### config.mk
export PLATFORM = sky130hd
export DESIGN_NAME = fpaddsub_issue_arbiter_flat
export DESIGN_NICKNAME = d
export VERILOG_FILES = /design/src/rtl/fpaddsub_issue_arbiter_if.sv /design/src/rtl/fpaddsub_issue_arbiter.sv /design/src/flat_wrapper.sv
export SDC_FILE = /design/constraint.sdc
export NUM_CORES = 1
export LEC_CHECK = 0
export BUFFER_PORTS_ARGS = -buffer_cell sky130_fd_sc_hd__buf_4
export CELL_PAD_IN_SITES_DETAIL_PLACEMENT = 1
export CELL_PAD_IN_SITES_GLOBAL_PLACEMENT = 2
export CORE_MARGIN = 5
export CORE_UTILIZATION = 37
export DETAILED_ROUTE_END_ITERATION = 16
export PLACE_DENSITY_LB_ADDON = 0.1
export SYNTH_ARGS = -nofsm -noshare
export SYNTH_HDL_FRONTEND = slang
export SYNTH_SLANG_ARGS = --single-unit
### constraint.sdc
create_clock -name clk -period 16.93 [get_ports clk]
set_clock_uncertainty 0.2 [all_clocks]
set_input_delay 0.8465 -clock clk [delete_from_list [all_inputs] [get_ports clk]]
set_output_delay 0.8465 -clock clk [all_outputs]
set_load 0.02 [all_outputs]
### src/rtl/fpaddsub_issue_arbiter_if.sv
// rtl/fpaddsub_issue_arbiter_if.sv - requester, core and result signals of the FP add/sub issue arbiter
interface fpaddsub_issue_arbiter_if;
    logic        req0_valid;
    logic        req0_ready;
    logic [31:0] req0_a;
    logic [31:0] req0_b;
    logic        req0_op;
    logic        req1_valid;
    logic        req1_ready;
    logic [31:0] req1_a;
    logic [31:0] req1_b;
    logic        req1_op;
    logic        core_issue;
    logic [31:0] core_a;
    logic [31:0] core_b;
    logic        core_op;
    logic [31:0] core_result;
    logic        res0_valid;
    logic        res0_ready;
    logic [31:0] res0_data;
    logic        res1_valid;
    logic        res1_ready;
    logic [31:0] res1_data;

    modport slave (
        input  req0_valid, req0_a, req0_b, req0_op,
               req1_valid, req1_a, req1_b, req1_op,
               core_result, res0_ready, res1_ready,
        output req0_ready, req1_ready, core_issue, core_a, core_b, core_op,
               res0_valid, res0_data, res1_valid, res1_data
    );

    modport master (
        output req0_valid, req0_a, req0_b, req0_op,
               req1_valid, req1_a, req1_b, req1_op,
               core_result, res0_ready, res1_ready,
        input  req0_ready, req1_ready, core_issue, core_a, core_b, core_op,
               res0_valid, res0_data, res1_valid, res1_data
    );
endinterface

### src/rtl/fpaddsub_issue_arbiter.sv
// rtl/fpaddsub_issue_arbiter.sv - two-port round-robin issue arbiter and result router for a fixed-latency FP add/sub core
module fpaddsub_issue_arbiter #(
    parameter int LAT   = 4,
    parameter int DEPTH = 4
) (
    input  logic                    clk,
    input  logic                    rst,
    fpaddsub_issue_arbiter_if.slave bus
);
    localparam int CW = $clog2(DEPTH + 1);
    localparam int PW = $clog2(DEPTH);
    localparam logic [CW-1:0] CREDITS = CW'(DEPTH);

    logic [1:0]    req_valid, res_ready, has_credit, eligible, grant, accept;
    logic [1:0]    pop, wr_en, empty, full;
    logic [31:0]   req_a [2];
    logic [31:0]   req_b [2];
    logic [1:0]    req_op;

    logic [CW-1:0] cnt_q [2];
    logic [CW-1:0] cnt_d [2];
    logic          ptr_q, ptr_d;

    logic          core_issue_q, core_id_q, core_op_q;
    logic [31:0]   core_a_q, core_b_q;

    logic [LAT-1:0] tag_v_q, tag_id_q;

    logic [31:0]   mem_q [2][DEPTH];
    logic [PW:0]   wr_ptr_q [2];
    logic [PW:0]   rd_ptr_q [2];

    assign req_valid = {bus.req1_valid, bus.req0_valid};
    assign res_ready = {bus.res1_ready, bus.res0_ready};
    assign req_a[0]  = bus.req0_a;
    assign req_a[1]  = bus.req1_a;
    assign req_b[0]  = bus.req0_b;
    assign req_b[1]  = bus.req1_b;
    assign req_op    = {bus.req1_op, bus.req0_op};

    // A requester's grant never looks at its own valid, only at the rival's eligibility.
    always_comb begin
        has_credit = '0;
        for (int n = 0; n < 2; n++) begin
            has_credit[n] = cnt_q[n] < CREDITS;
        end
        eligible = req_valid & has_credit;
        grant[0] = !rst && has_credit[0] && (!eligible[1] || !ptr_q);
        grant[1] = !rst && has_credit[1] && (!eligible[0] || ptr_q);
        accept   = grant & req_valid;
        ptr_d    = ptr_q;
        if (accept[0]) begin
            ptr_d = 1'b1;
        end else if (accept[1]) begin
            ptr_d = 1'b0;
        end
    end

    always_comb begin
        empty = '0;
        full  = '0;
        pop   = '0;
        wr_en = '0;
        for (int n = 0; n < 2; n++) begin
            cnt_d[n] = cnt_q[n];
            empty[n] = wr_ptr_q[n] == rd_ptr_q[n];
            full[n]  = (wr_ptr_q[n][PW] != rd_ptr_q[n][PW]) &&
                       (wr_ptr_q[n][PW-1:0] == rd_ptr_q[n][PW-1:0]);
            pop[n]   = !empty[n] && res_ready[n];
            wr_en[n] = tag_v_q[LAT-1] && (tag_id_q[LAT-1] == n[0]) && !full[n];
            if (accept[n] && !pop[n]) begin
                cnt_d[n] = cnt_q[n] + 1'b1;
            end else if (pop[n] && !accept[n]) begin
                cnt_d[n] = cnt_q[n] - 1'b1;
            end
        end
    end

    always_ff @(posedge clk or posedge rst) begin
        if (rst) begin
            ptr_q        <= 1'b0;
            core_issue_q <= 1'b0;
            core_id_q    <= 1'b0;
            core_op_q    <= 1'b0;
            core_a_q     <= '0;
            core_b_q     <= '0;
            tag_v_q      <= '0;
            tag_id_q     <= '0;
            for (int n = 0; n < 2; n++) begin
                cnt_q[n]    <= '0;
                wr_ptr_q[n] <= '0;
                rd_ptr_q[n] <= '0;
            end
        end else begin
            ptr_q        <= ptr_d;
            core_issue_q <= |accept;
            if (|accept) begin
                core_id_q <= accept[1];
                core_a_q  <= accept[1] ? req_a[1] : req_a[0];
                core_b_q  <= accept[1] ? req_b[1] : req_b[0];
                core_op_q <= accept[1] ? req_op[1] : req_op[0];
            end
            // Stage LAT-1 lines up with the cycle the core presents this op's result.
            tag_v_q[0]  <= core_issue_q;
            tag_id_q[0] <= core_id_q;
            for (int i = 1; i < LAT; i++) begin
                tag_v_q[i]  <= tag_v_q[i-1];
                tag_id_q[i] <= tag_id_q[i-1];
            end
            for (int n = 0; n < 2; n++) begin
                cnt_q[n] <= cnt_d[n];
                if (wr_en[n]) begin
                    wr_ptr_q[n] <= wr_ptr_q[n] + 1'b1;
                end
                if (pop[n]) begin
                    rd_ptr_q[n] <= rd_ptr_q[n] + 1'b1;
                end
            end
        end
    end

    always_ff @(posedge clk or posedge rst) begin
        if (rst) begin
            for (int n = 0; n < 2; n++) begin
                for (int i = 0; i < DEPTH; i++) begin
                    mem_q[n][i] <= '0;
                end
            end
        end else begin
            for (int n = 0; n < 2; n++) begin
                if (wr_en[n]) begin
                    mem_q[n][wr_ptr_q[n][PW-1:0]] <= bus.core_result;
                end
            end
        end
    end

    assign bus.req0_ready = grant[0];
    assign bus.req1_ready = grant[1];
    assign bus.core_issue = core_issue_q;
    assign bus.core_a     = core_a_q;
    assign bus.core_b     = core_b_q;
    assign bus.core_op    = core_op_q;
    assign bus.res0_valid = !empty[0];
    assign bus.res1_valid = !empty[1];
    assign bus.res0_data  = mem_q[0][rd_ptr_q[0][PW-1:0]];
    assign bus.res1_data  = mem_q[1][rd_ptr_q[1][PW-1:0]];
endmodule

### src/flat_wrapper.sv
// flat-port wrapper written by rule: the top's interface ports become plain ports
module fpaddsub_issue_arbiter_flat 
#(
    parameter int LAT   = 4,
    parameter int DEPTH = 4
)
  (clk, rst, bus_req0_valid, bus_req0_a, bus_req0_b, bus_req0_op, bus_req1_valid, bus_req1_a, bus_req1_b, bus_req1_op, bus_core_result, bus_res0_ready, bus_res1_ready, bus_req0_ready, bus_req1_ready, bus_core_issue, bus_core_a, bus_core_b, bus_core_op, bus_res0_valid, bus_res0_data, bus_res1_valid, bus_res1_data);
  fpaddsub_issue_arbiter_if bus_i ();
  input  logic clk;
  input  logic rst;
  input wire logic [$bits(bus_i.req0_valid)-1:0] bus_req0_valid;
  input wire logic [$bits(bus_i.req0_a)-1:0] bus_req0_a;
  input wire logic [$bits(bus_i.req0_b)-1:0] bus_req0_b;
  input wire logic [$bits(bus_i.req0_op)-1:0] bus_req0_op;
  input wire logic [$bits(bus_i.req1_valid)-1:0] bus_req1_valid;
  input wire logic [$bits(bus_i.req1_a)-1:0] bus_req1_a;
  input wire logic [$bits(bus_i.req1_b)-1:0] bus_req1_b;
  input wire logic [$bits(bus_i.req1_op)-1:0] bus_req1_op;
  input wire logic [$bits(bus_i.core_result)-1:0] bus_core_result;
  input wire logic [$bits(bus_i.res0_ready)-1:0] bus_res0_ready;
  input wire logic [$bits(bus_i.res1_ready)-1:0] bus_res1_ready;
  output wire logic [$bits(bus_i.req0_ready)-1:0] bus_req0_ready;
  output wire logic [$bits(bus_i.req1_ready)-1:0] bus_req1_ready;
  output wire logic [$bits(bus_i.core_issue)-1:0] bus_core_issue;
  output wire logic [$bits(bus_i.core_a)-1:0] bus_core_a;
  output wire logic [$bits(bus_i.core_b)-1:0] bus_core_b;
  output wire logic [$bits(bus_i.core_op)-1:0] bus_core_op;
  output wire logic [$bits(bus_i.res0_valid)-1:0] bus_res0_valid;
  output wire logic [$bits(bus_i.res0_data)-1:0] bus_res0_data;
  output wire logic [$bits(bus_i.res1_valid)-1:0] bus_res1_valid;
  output wire logic [$bits(bus_i.res1_data)-1:0] bus_res1_data;
  assign bus_i.req0_valid = bus_req0_valid;
  assign bus_i.req0_a = bus_req0_a;
  assign bus_i.req0_b = bus_req0_b;
  assign bus_i.req0_op = bus_req0_op;
  assign bus_i.req1_valid = bus_req1_valid;
  assign bus_i.req1_a = bus_req1_a;
  assign bus_i.req1_b = bus_req1_b;
  assign bus_i.req1_op = bus_req1_op;
  assign bus_i.core_result = bus_core_result;
  assign bus_i.res0_ready = bus_res0_ready;
  assign bus_i.res1_ready = bus_res1_ready;
  assign bus_req0_ready = bus_i.req0_ready;
  assign bus_req1_ready = bus_i.req1_ready;
  assign bus_core_issue = bus_i.core_issue;
  assign bus_core_a = bus_i.core_a;
  assign bus_core_b = bus_i.core_b;
  assign bus_core_op = bus_i.core_op;
  assign bus_res0_valid = bus_i.res0_valid;
  assign bus_res0_data = bus_i.res0_data;
  assign bus_res1_valid = bus_i.res1_valid;
  assign bus_res1_data = bus_i.res1_data;
  fpaddsub_issue_arbiter #(.LAT(LAT), .DEPTH(DEPTH)) u_core (.clk(clk), .rst(rst), .bus(bus_i));
endmodule
==> out/summary.txt <==
STATUS
--------------------------------------------------------------------------------------
Outcome                                                                   finished, final reports clean

LAYOUT
--------------------------------------------------------------------------------------
Share of post-route cells with drive strength above 1                           52.72%
Final design utilization                                                        46.14%
Area growth syn-to-layout                                                       22.99%
Nets@finish                                                                      1,582

MIN PATH
--------------------------------------------------------------------------------------
Worst hold path endpoint                                                  u_core.tag_id_q[2]$_DFF_PP0_
Class of the tightest hold or removal check                                 reg -> reg
Worst hold stages                                                                    0
Start point of the worst min-delay path                                   u_core.tag_id_q[1]$_DFF_PP0_

TIMING
--------------------------------------------------------------------------------------
Measured slew at the worst slew-check pin                                     1.184 ns
Part of the cycle the worst path needs                                          22.03%
Count of pins over their slew limit                                                  0
Unrepaired setup endpoints after global routing                                     no
Headroom to the max-slew limit                                                  21.03%
Fmax achieved                                                               0.2681 GHz
Final Hold Fails                                                                     0
Post-layout minimum cycle time                                                3.730 ns
Setup total negative slack                                                        0 ns
Final count of negative-setup-slack endpoints                                        0

CLOCKING
--------------------------------------------------------------------------------------
H-tree levels                                                                        2
Count of hold-fix buffers inserted at cts                                            0
Buffer levels on the longest clock path                                              3
Number of clock sinks                                                              350
Clock tree from TritonCTS                                                         done
Root Buffer Master                                                        sky130_fd_sc_hd__clkbuf_16
Worst-path clk slew                                                            0.06 ns
Number of buffers created by CTS                                                    42
Insertion delay to the later sink of the worst-skew pair                       0.56 ns
Number of gates resized after CTS                                                    0
Post-CTS Repair Setup Buffers                                                        0

WORST SETUP PATH
--------------------------------------------------------------------------------------
Library cell appearing most often on the critical path                    sky130_fd_sc_hd__buf_4
Cells on worst reg2reg path                                                          8
Cell family with most CP delay                                            simple AND/OR/NAND/NOR gates
Nature of the critical path endpoint                                      primary output
Cells traversed along the worst timing path                               nor3b_2 -> buf_4 -> nor3_1 -> buf_4
Slowest stage cell on the critical path                                   sky130_fd_sc_hd__nor3b_2
Buffer and inverter count on the worst path                                          2
Required time reported for the critical path endpoint                         15.88 ns
Terminus of the critical flop-to-flop path                                u_core.cnt_q[2]$_DFFE_PP0P_
Minimum setup slack among reg-to-reg paths                                    13.36 ns
Largest stage delay on the critical path                                       0.76 ns
Startpoint class of the critical path                                        flip-flop
Worst-path fanout max                                                               54
Critical path class                                                         reg -> out
Critical path origin                                                      u_core.cnt_q[5]$_DFFE_PP0P_
Worst reg2reg path startpoint                                             u_core.rd_ptr_q[1]$_DFFE_PP0P_
Arrival time at the worst endpoint                                             2.68 ns

PLACEMENT
--------------------------------------------------------------------------------------
Buffers added on ports                                                             301
Weighted congestion reported at the end of routability-driven placement         0.7613
HPWL Detailed                                                                31,520 µm

SYNTH
--------------------------------------------------------------------------------------
Synthesized net count                                                            1,322
Leading register cell type out of synthesis                               sky130_fd_sc_hd__dfrtp_1
Fraction of the mapped netlist area in adder cells                              1.084%
Ys async rst share                                                              100.0%
Largest family of logic cells by synthesized area                         multiplexers
Part of the Yosys area used for sequential elements                             49.93%
Synth top area share                                                            49.93%
Cells taking the most area after synthesis                                sky130_fd_sc_hd__dfrtp_1 (50%), sky130_fd_sc_hd__mux2_4 (15%), sky130_fd_sc_hd__mux4_2 (8.2%)
EDFF count, synth                                                                    0
Synthesis-stage register bit count                                                 350
Post-synthesis share of cell area spent on xor and xnor gates                   1.484%
Post-synthesis area per instance                                             15.39 µm²
Cell accounting for the most synthesized area                             sky130_fd_sc_hd__dfrtp_1
Cells after Synth                                                                1,140
Count of yosys warnings during synthesis                                             0
Simple-gate portion of the synthesized area                                     4.679%
Unique masters post-synth                                                           50
Synth Area in Compound Gates                                                    10.09%
Syn Std Cell Area                                                           17,540 µm²
Mux share of post-synthesis cell area                                           28.89%

ROUTE
--------------------------------------------------------------------------------------
DRT iter0 DRCs                                                                     606
Per-cell via count in the routed design                                          5.494
ANT nets after route                                                                 0
Initial DRT Pass Iterations                                                          4
DRC viols                                                                            0
WL final                                                                     50,950 µm
Wire length per cell                                                          24.88 µm
Routed vias                                                                     11,252

PWR
--------------------------------------------------------------------------------------
P_leak                                                                        9.817 nW
Pwr Total                                                                   0.004636 W
Peak ir drop on the vdd network                                             0.08596 mV
Internal power of the cells                                                 0.002955 W
Portion of total power attributed to combinational logic                         46.9%
Seq pwr share                                                                    33.6%
Clock network fraction of design power                                           19.5%
Pwr/cell area                                                             214.9 nW/µm²
Sw frac                                                                         36.26%
Switching component of the power                                            0.001681 W

JOB
--------------------------------------------------------------------------------------
Max-cap violations                                                                   0

FLOORPLAN
--------------------------------------------------------------------------------------
Number of standard-cell rows in the floorplan                                       79
Area of the core                                                            46,750 µm²
Die footprint                                                               51,860 µm²
Starting density of the core                                                    37.52%
I/O pin total                                                                      302
Height of the die                                                             227.7 µm
Die boundary width                                                            227.7 µm

GLOBAL ROUTING
--------------------------------------------------------------------------------------
Largest net degree at the start of global routing                                  105
Via count of the first global-routing pass                                      12,401
Overflow left after global routing                                                   0
First-pass GRT wire length                                                   78,850 µm
Gr usage total                                                                  19.09%
Antenna violations before repair                                                     9

-- sequential cells by signal, summed over array words and instances (netlist names) --
| name | flops |
|---|---|
| u_core.bus.core_a | 32 |
| u_core.bus.core_b | 32 |
| u_core.bus.core_issue | 1 |
| u_core.bus.core_op | 1 |
| u_core.cnt_q | 6 |
| u_core.core_id_q | 1 |
| u_core.mem_q | 256 |
| u_core.ptr_q | 1 |
| u_core.rd_ptr_q | 6 |
| u_core.tag_id_q | 4 |
| u_core.tag_v_q | 4 |
| u_core.wr_ptr_q | 6 |
-- metal layers --
| metal | track usage (%) | wire, µm | vias up |
|---|---|---|---|
| met5 | 0 | 7 | - |
| met4 | 5.881 | 1133 | 2 |
| met3 | 4.770 | 2645 | 60 |
| met2 | 31.07 | 25040 | 234 |
| met1 | 25.41 | 22120 | 6015 |
| li1 | - | - | 4941 |
-- layout make-up --
cell class	instances	area, µm²
Clock inverter	9	106.4
Tap cell	607	759.5
Timing Repair Buffer	327	2455
Fill cell	4667	25180
Multi-Input combinational cell	671	8153
Sequential cell	350	8765
Clock buffer	67	1275
Inverter	8	37.54
Antenna cell	9	22.52
-- layout by cell type, fill, tap and decap left out, types with 6 or more instances in the layout --
cell and n:
sky130_fd_sc_hd__clkbuf_8 13, sky130_fd_sc_hd__mux2_4 180, sky130_fd_sc_hd__clkbuf_1 12, sky130_fd_sc_hd__o311ai_4 6, sky130_fd_sc_hd__a221oi_1 65, sky130_fd_sc_hd__ha_1 12, sky130_fd_sc_hd__clkbuf_16 42, sky130_fd_sc_hd__inv_1 7
sky130_fd_sc_hd__buf_4 327, sky130_fd_sc_hd__xnor2_1 10, sky130_fd_sc_hd__and4bb_2 11, sky130_fd_sc_hd__o21ai_0 63, sky130_fd_sc_hd__clkinv_2 6, sky130_fd_sc_hd__mux4_2 64, sky130_fd_sc_hd__xor2_1 6, sky130_fd_sc_hd__dfrtp_1 345
sky130_fd_sc_hd__a2bb2oi_1 65, sky130_fd_sc_hd__mux2_2 80, sky130_fd_sc_hd__nor4bb_1 54, sky130_fd_sc_hd__diode_2 9
-- worst max-delay path by stage --
stage / endpoint / depth (start not counted) / slack (ns)
final: bus_req1_ready / 4 / 13.20
after floorplan: u_core.bus.core_a[0]$_DFFE_PP0P_ / 4 / 5.69
after global routing: bus_req1_ready / 4 / 12.97
after CTS: bus_req1_ready / 4 / 13.16
after detailed placement: u_core.rd_ptr_q[3]$_DFFE_PP0P_ / 4 / 13.07
after global placement: u_core.rd_ptr_q[3]$_DFFE_PP0P_ / 4 / 13.08
-- metrics by stage --
step | hold WS, ns | cells | setup WS, ns | instance area [µm²]
floorplan | 0.1312 | 1140 | 5.695 | 17540
global placement | 0.1313 | 1963 | 13.08 | 20170
detailed placement | 0.1364 | 1963 | 13.07 | 20170
CTS | 0.1495 | 2039 | 13.16 | 21550
global route | 0.1512 | 2047 | 12.97 | 21570
finish | 0.1459 | 2048 | 13.20 | 21570
-- worst register-to-register path: stages, from the launching register on --
cell                      delay [ns]
sky130_fd_sc_hd__dfrtp_2        1.15
sky130_fd_sc_hd__xor2_4         0.30
sky130_fd_sc_hd__o31ai_1        0.66
sky130_fd_sc_hd__ha_1           0.30
sky130_fd_sc_hd__inv_1          0.06
sky130_fd_sc_hd__fa_1           0.37
sky130_fd_sc_hd__xor2_1         0.18
sky130_fd_sc_hd__nor2_1         0.07
sky130_fd_sc_hd__xor2_1         0.13
-- cell usage after synthesis (all sizes together), types with 3 or more instances --
master / count
a211oi: 4
a221oi: 65
a2bb2oi: 65
and4bb: 11
buf: 57
clkbuf: 54
dfrtp: 350
ha: 12
inv: 8
mux2: 262
mux4: 64
nand2: 5
nor2: 4
nor4bb: 54
o21ai: 65
o311ai: 7
o31ai: 3
xnor2: 12
xor2: 10
-- cells by family (layout without fill, tap and decap cells) --
logic type,Yosys count,after routing
flops,350,350
mux,326,326
compound gates,219,219
buf+inv,119,411
simple gates,90,90
xor+xnor,22,22
fa+ha+maj,14,14
other cells,0,9
-- power groups by stage --
stage / Clock [W] / Combinational (W) / Sequential [W]
global placement: 0 / 0.00218 / 0.00155
global route: 0.000974 / 0.00231 / 0.00161
detailed placement: 0 / 0.00221 / 0.00155
finish: 0.000904 / 0.00217 / 0.00156
CTS: 0.000938 / 0.00221 / 0.00156
floorplan: 0 / 0.00145 / 0.00154
No activity file was read; power rests on OpenSTA's default activity.
